`config.mk`:
```
export PLATFORM = sky130hd
export DESIGN_NAME = ppu_control_pipe
export DESIGN_NICKNAME = d
export VERILOG_FILES = /design/src/rtl/ppu_control_pipe.sv
export SDC_FILE = /design/constraint.sdc
export NUM_CORES = 1
export LEC_CHECK = 0
export ABC_AREA = 1
export CORE_ASPECT_RATIO = 0.6
export CORE_MARGIN = 10
export CORE_UTILIZATION = 52
export CTS_CLUSTER_DIAMETER = 80
export CTS_CLUSTER_SIZE = 28
export DETAILED_ROUTE_END_ITERATION = 12
export PLACE_DENSITY_LB_ADDON = 0.25
export SKIP_LAST_GASP = 1
export SLEW_MARGIN = 20
export SYNTH_ARGS = -nofsm -noshare
export SYNTH_HDL_FRONTEND = slang
export SYNTH_SLANG_ARGS = --single-unit
```
`constraint.sdc`:
```
create_clock -name clk -period 5 [get_ports clk]
set_input_delay 1.25 -clock clk [delete_from_list [all_inputs] [get_ports clk]]
set_output_delay 1.25 -clock clk [all_outputs]
set_load 0.05 [all_outputs]
```
`src/rtl/ppu_control_pipe.sv`:
```
// ppu_control_pipe: decodes MIPS instructions in ID into 18-bit control words
// and carries them down a DEPTH-stage registered control pipeline.
// The pipeline inserts one bubble per load-use hazard, honours global stall
// and ID flush, tracks branch delay slots, and counts issued instructions.
//
// Ports:
//   clk, reset               clock, synchronous active-high reset
//   id_valid, instruction    instruction presented in ID
//   stall, flush             global freeze / drop the ID instruction
//   id_ready                 ID instruction accepted this cycle (combinational)
//   ctrl_pipe, valid_pipe    per-stage control words / valids (stage 0 = EX)
//   ex_ds, illegal           stage-0 delay-slot flag / undecodable flag
//   ds_err                   one-cycle pulse: branch/jump issued in a delay slot
//   issue_count              wrapping count of issued instructions
module ppu_control_pipe #(
  parameter int unsigned DEPTH = 3,
  parameter int unsigned CNT_W = 16
) (
  input  logic                  clk,
  input  logic                  reset,
  input  logic                  id_valid,
  input  logic [31:0]           instruction,
  input  logic                  stall,
  input  logic                  flush,
  output logic                  id_ready,
  output logic [DEPTH*18-1:0]   ctrl_pipe,
  output logic [DEPTH-1:0]      valid_pipe,
  output logic                  ex_ds,
  output logic                  illegal,
  output logic                  ds_err,
  output logic [CNT_W-1:0]      issue_count
);

  localparam int unsigned CW = 18;

  typedef struct packed {
    logic [2:0] so;
    logic [3:0] alu_op;
    logic       load;
    logic       rf_en;
    logic       b;
    logic       ta;
    logic [1:0] mem_size;
    logic       mem_rw;
    logic       mem_se;
    logic       hi_en;
    logic       lo_en;
    logic       mem_en;
  } ctrl_t;

  typedef enum logic {NORM = 1'b0, DSLOT = 1'b1} ds_state_e;

  logic [5:0] opcode;
  logic [5:0] funct;
  logic [4:0] rs_f;
  logic [4:0] rt_f;

  assign opcode = instruction[31:26];
  assign funct  = instruction[5:0];
  assign rs_f   = instruction[25:21];
  assign rt_f   = instruction[20:16];

  // rd/shamt/immediate bits do not influence control decode
  logic unused_imm_bits;
  assign unused_imm_bits = ^instruction[15:6];

  ctrl_t dec;
  logic  dec_illegal;

  // Instruction decode into the control word
  always_comb begin : decode
    dec         = '0;
    dec_illegal = 1'b0;
    case (opcode)
      6'h00: begin
        case (funct)
          6'h20, 6'h21: dec.rf_en = 1'b1;
          6'h22, 6'h23: begin dec.rf_en = 1'b1; dec.alu_op = 4'd1;  end
          6'h24:        begin dec.rf_en = 1'b1; dec.alu_op = 4'd2;  end
          6'h25:        begin dec.rf_en = 1'b1; dec.alu_op = 4'd3;  end
          6'h26:        begin dec.rf_en = 1'b1; dec.alu_op = 4'd4;  end
          6'h27:        begin dec.rf_en = 1'b1; dec.alu_op = 4'd5;  end
          6'h2A:        begin dec.rf_en = 1'b1; dec.alu_op = 4'd6;  end
          6'h2B:        begin dec.rf_en = 1'b1; dec.alu_op = 4'd7;  end
          6'h00, 6'h04: begin dec.rf_en = 1'b1; dec.alu_op = 4'd8;  end
          6'h02, 6'h06: begin dec.rf_en = 1'b1; dec.alu_op = 4'd9;  end
          6'h03, 6'h07: begin dec.rf_en = 1'b1; dec.alu_op = 4'd10; end
          6'h10, 6'h12: dec.rf_en = 1'b1;
          6'h11:        dec.hi_en = 1'b1;
          6'h13:        dec.lo_en = 1'b1;
          6'h08:        dec.ta    = 1'b1;
          6'h09:        begin dec.ta = 1'b1; dec.rf_en = 1'b1; end
          default:      dec_illegal = 1'b1;
        endcase
      end
      6'h01: begin
        case (rt_f)
          5'h00, 5'h01: dec.b = 1'b1;
          5'h10, 5'h11: begin dec.b = 1'b1; dec.rf_en = 1'b1; end
          default:      dec_illegal = 1'b1;
        endcase
      end
      6'h02:                      dec.ta = 1'b1;
      6'h03:                      begin dec.ta = 1'b1; dec.rf_en = 1'b1; end
      6'h04, 6'h05, 6'h06, 6'h07: dec.b = 1'b1;
      6'h08, 6'h09: begin dec.so = 3'b001; dec.rf_en = 1'b1; end
      6'h0A: begin dec.so = 3'b001; dec.rf_en = 1'b1; dec.alu_op = 4'd6;  end
      6'h0B: begin dec.so = 3'b001; dec.rf_en = 1'b1; dec.alu_op = 4'd7;  end
      6'h0C: begin dec.so = 3'b010; dec.rf_en = 1'b1; dec.alu_op = 4'd2;  end
      6'h0D: begin dec.so = 3'b010; dec.rf_en = 1'b1; dec.alu_op = 4'd3;  end
      6'h0E: begin dec.so = 3'b010; dec.rf_en = 1'b1; dec.alu_op = 4'd4;  end
      6'h0F: begin dec.so = 3'b011; dec.rf_en = 1'b1; dec.alu_op = 4'd11; end
      // Loads: opcode[1:0] encodes size (11 = word); LB/LH are the signed ones
      6'h20, 6'h21, 6'h23, 6'h24, 6'h25: begin
        dec.so       = 3'b001;
        dec.load     = 1'b1;
        dec.rf_en    = 1'b1;
        dec.mem_en   = 1'b1;
        dec.mem_size = (opcode[1:0] == 2'b11) ? 2'b10 : {1'b0, opcode[0]};
        dec.mem_se   = ~opcode[2] & ~opcode[1];
      end
      6'h28, 6'h29, 6'h2B: begin
        dec.so       = 3'b001;
        dec.mem_en   = 1'b1;
        dec.mem_rw   = 1'b1;
        dec.mem_size = (opcode[1:0] == 2'b11) ? 2'b10 : {1'b0, opcode[0]};
      end
      default: dec_illegal = 1'b1;
    endcase
  end

  ctrl_t             ctrl_q [DEPTH];
  logic [DEPTH-1:0]  valid_q;
  logic              ex_ds_q;
  logic              illegal_q;
  logic              ds_err_q;
  logic [4:0]        ex_rt_q;
  logic [CNT_W-1:0]  count_q;

  ds_state_e state_q;
  ds_state_e state_d;
  logic      in_dslot_c;
  logic      ds_err_d;

  logic hazard_c;
  logic issue_c;
  logic branch_c;

  // Load in EX whose destination feeds the ID instruction (conservative rs/rt match)
  assign hazard_c = id_valid & valid_q[0] & ctrl_q[0].load & (ex_rt_q != 5'd0) &
                    ((ex_rt_q == rs_f) | (ex_rt_q == rt_f));
  assign issue_c  = id_valid & ~reset & ~stall & ~flush & ~hazard_c;
  assign branch_c = dec.b | dec.ta;
  assign id_ready = ~reset & ~stall & (flush | ~hazard_c);

  // Delay-slot FSM: state register
  always_ff @(posedge clk) begin
    if (reset) state_q <= NORM;
    else       state_q <= state_d;
  end

  // Delay-slot FSM: next state (bubbles leave it unchanged)
  always_comb begin
    state_d = state_q;
    if (!stall) begin
      if (flush) begin
        state_d = NORM;
      end else if (issue_c) begin
        if (state_q == DSLOT) state_d = NORM;
        else if (branch_c)    state_d = DSLOT;
      end
    end
  end

  // Delay-slot FSM: outputs
  always_comb begin
    in_dslot_c = (state_q == DSLOT);
    ds_err_d   = issue_c & in_dslot_c & branch_c;
  end

  // Control pipeline, stage-0 side info and issue counter
  always_ff @(posedge clk) begin
    if (reset) begin
      for (int k = 0; k < int'(DEPTH); k++) ctrl_q[k] <= '0;
      valid_q   <= '0;
      ex_ds_q   <= 1'b0;
      illegal_q <= 1'b0;
      ds_err_q  <= 1'b0;
      ex_rt_q   <= 5'd0;
      count_q   <= '0;
    end else if (stall) begin
      ds_err_q <= 1'b0;
    end else begin
      for (int k = 1; k < int'(DEPTH); k++) begin
        ctrl_q[k]  <= ctrl_q[k-1];
        valid_q[k] <= valid_q[k-1];
      end
      ds_err_q <= ds_err_d;
      if (issue_c) begin
        ctrl_q[0]  <= dec;
        valid_q[0] <= 1'b1;
        ex_ds_q    <= in_dslot_c;
        illegal_q  <= dec_illegal;
        ex_rt_q    <= rt_f;
        count_q    <= count_q + CNT_W'(1);
      end else begin
        ctrl_q[0]  <= '0;
        valid_q[0] <= 1'b0;
        ex_ds_q    <= 1'b0;
        illegal_q  <= 1'b0;
        ex_rt_q    <= 5'd0;
      end
    end
  end

  for (genvar g = 0; g < int'(DEPTH); g++) begin : g_ctrl_out
    assign ctrl_pipe[g*CW +: CW] = ctrl_q[g];
  end

  assign valid_pipe  = valid_q;
  assign ex_ds       = ex_ds_q;
  assign illegal     = illegal_q;
  assign ds_err      = ds_err_q;
  assign issue_count = count_q;

endmodule

```
==> results.toml <==
[detailed_routing]
routed_wl_um = 11100
drtPass1Iterations = 5
route.detailed.vias_per_inst = 5.05
drt_iter0_drc = 426
ant_nets = 0
num_vias = 3532
post_drt_wl_per_cell_um = 15.9
route.detailed.drc = 0

[global_route]
grt_pass1_vias = 3421
grt_usage_pct = 18.9
globalRouteOverflowTotal = 0
antenna_found_initial = 0
grt_first_pass_wirelength_um = 17900
grt_max_degree = 60

[floorplan]
die_area_mm2 = 0.0118
ios = 114
die_x_um = 134
start_util_pct = 54.6
fp.coreArea_mm2 = 0.00742
placementRows = 24
die_h_um = 88.4

[min_path]
hold_class = "reg -> reg"

[timing]
period_share_pct = 92.2
timing.fmax_mhz = 217
rsz0062_at_grt = "false"
maxSlewViolCount = 0
setup_violations = 0
fin_setup_tns_ps = 0
slew-limit-headroom_pct = 46.2
finalClockSkew_ps = 3.17
min_period_ps = 4610
hold_viol_final = 0
tightest_slew_ps = 805
fin_ws_ps = 388

[clock_network]
clock_latency_ps = 330
cts_root_buffer = "clkbuf_16"
holdBufCountCts = 0
htree_levels = 3
cts_sinks = 79
path_clk_slew_ps = 60
numCtsBuffers = 9
post_cts_buffers = 0
cts_resized = 0
cts_tree = "built"
clockBufferDepth = 2

[synthesis]
synth_edf_count = 51
yosys_warnings = 0
synth_seq_cells = 79
yosysMostFrequentCell = "nand2_1"
async_flop_share_pct = 0
synthTopCellsByArea = "edfxtp_1 38%, dfxtp_1 14%, nand2_1 9.7%"
synth_area_per_cell_um2 = 8.25
netlist-cell-type-count = 36
ys.flop_type = "edfxtp_1"
synth_common_cells = "105 x nand2_1, 85 x inv_1, 82 x nor2_1, 51 x edfxtp_1, 28 x dfxtp_1"
yosysTopAreaCellShare_pct = 37.8
netlist_instances = 491
synth_top_area_cell = "edfxtp_1"
ys_seq_area_share_pct = 51.6
synth_area_mm2 = 0.00405

[setup_path]
cp_top_family = "buffers and inverters"
worstPathRequired_ps = 3750
crit_buf_inv = 4
worst-setup-path-type = "in -> out"
crit_top_cell = "nand2_1"
crit_chain = "clkdlybuf4s50_1 > inv_1 > nand2_1 > nand2_1 > nor2_1 > nand3_1 > nand2_2 > nand2_1 > o21ai_0 > inv_1 > clkdlybuf4s50_1"
cp-start-kind = "input port"
max_stage_delay_ps = 710
end_kind = "output port"
path_max_fanout = 3
critPathSlowestCell = "clkdlybuf4s50_1"
cp_data_arrival_time_ps = 3360

[cells_and_area]
drive_gt1_share_pct = 7.72
syn_to_final_growth_pct = 33.1
fin_area_mm2 = 0.00539
fin_cells = 700
fin_nets = 629
insertedDiodeCount = 0

[outcome]
status = "complete, no violations"

[placed_design]
port_buffers = 100
hpwl_um = 8460
routabilityCongestion = 0.931
dp_cells = 684
dpl_cell_area_mm2 = 0.00510
post-place-ws_ps = 409

[power]
ir_drop_mv = 0.247
p_total_uw = 1640
p_leak_uw = 0.00217
power_density_mw_per_mm2 = 303

[run]
drv_cap = 0
==> area by class of cell <==
class	count	area, um2
clock buffers	9	225
clock inverters	7	71.3
fillers	550	2020
inverters	90	338
multi-input cells	309	1520
flip-flops and latches	79	2090
well taps	104	130
repair buffers	102	1020
==> final timing paths <==
path,from,to,cells after the start,slack (ps)
max,instruction[20],id_ready,11,390
min,ex_ds,ex_ds,2,470
max reg2reg,ex_rt_q[1],ctrl_q[0][5],7,2980
min reg2reg,ex_ds,ex_ds,2,470
==> stage by stage <==
step / hold WS [ps] / utilization, %
finish: 471 / 72.7
global route: 490 / 72.7
CTS: 476 / 72.7
detailed placement: 453 / 68.7
global placement: 444 / 68.7
floorplan: 478 / -
==> registers in the layout, summed over array words and instances, names as in the netlist <==
signal and flops:
issue_count 16, valid_pipe 3, ex_ds 1, in_dslot_c 1
illegal 1, ctrl_q 51, ex_rt_q 5, ds_err 1
==> worst reg2reg max path, delay by kind of cell, from the launching register on <==
family	cells	cell delay, ps
buffers and inverters	2	230
AO/OA/AOI/OAI	2	830
flip-flops	1	320
AND/OR/NAND/NOR	3	490
==> cell families after synthesis <==
kind of cell             Yosys count  synth area share (%)
buffers and inverters            105                  11.0
other                              1                0.0925
XOR/XNOR                          15                  3.24
adder cells (fa/ha/maj)            1                 0.309
AND/OR/NAND/NOR                  246                  26.2
flip-flops                        79                  51.6
AO/OA/AOI/OAI                     44                  7.47
==> power by group <==
group          switching, uW  total, uW  leakage [uW]  internal [uW]
logic                    173        251       0.00124           77.8
clock network            264        651      0.000142            387
registers               13.4        734      0.000791            720
==> layout by cell type (no fill, tap or decap), types with 5 or more instances in the layout <==
master	synthesis	final
a21oi_1	7	7
a21oi_2	11	11
clkbuf_16	0	9
clkdlybuf4s50_1	0	100
dfxtp_1	28	28
edfxtp_1	51	51
inv_1	85	85
inv_2	4	5
nand2_1	105	105
nand2_2	5	5
nand3_1	26	26
nand4_1	6	6
nor2_1	82	82
nor3_1	12	12
o21ai_0	9	9
xnor2_1	6	6
xor2_1	9	9
==> metal layers <==
metal	GRT usage, %	wire [um]	part of all wire [%]
met1	25.3	5290	48
met2	28.5	4720	42
met3	7.30	1050	9.4
met4	4.13	54	0.49
met5	0	0	0
(Power assumes the default switching activity.)
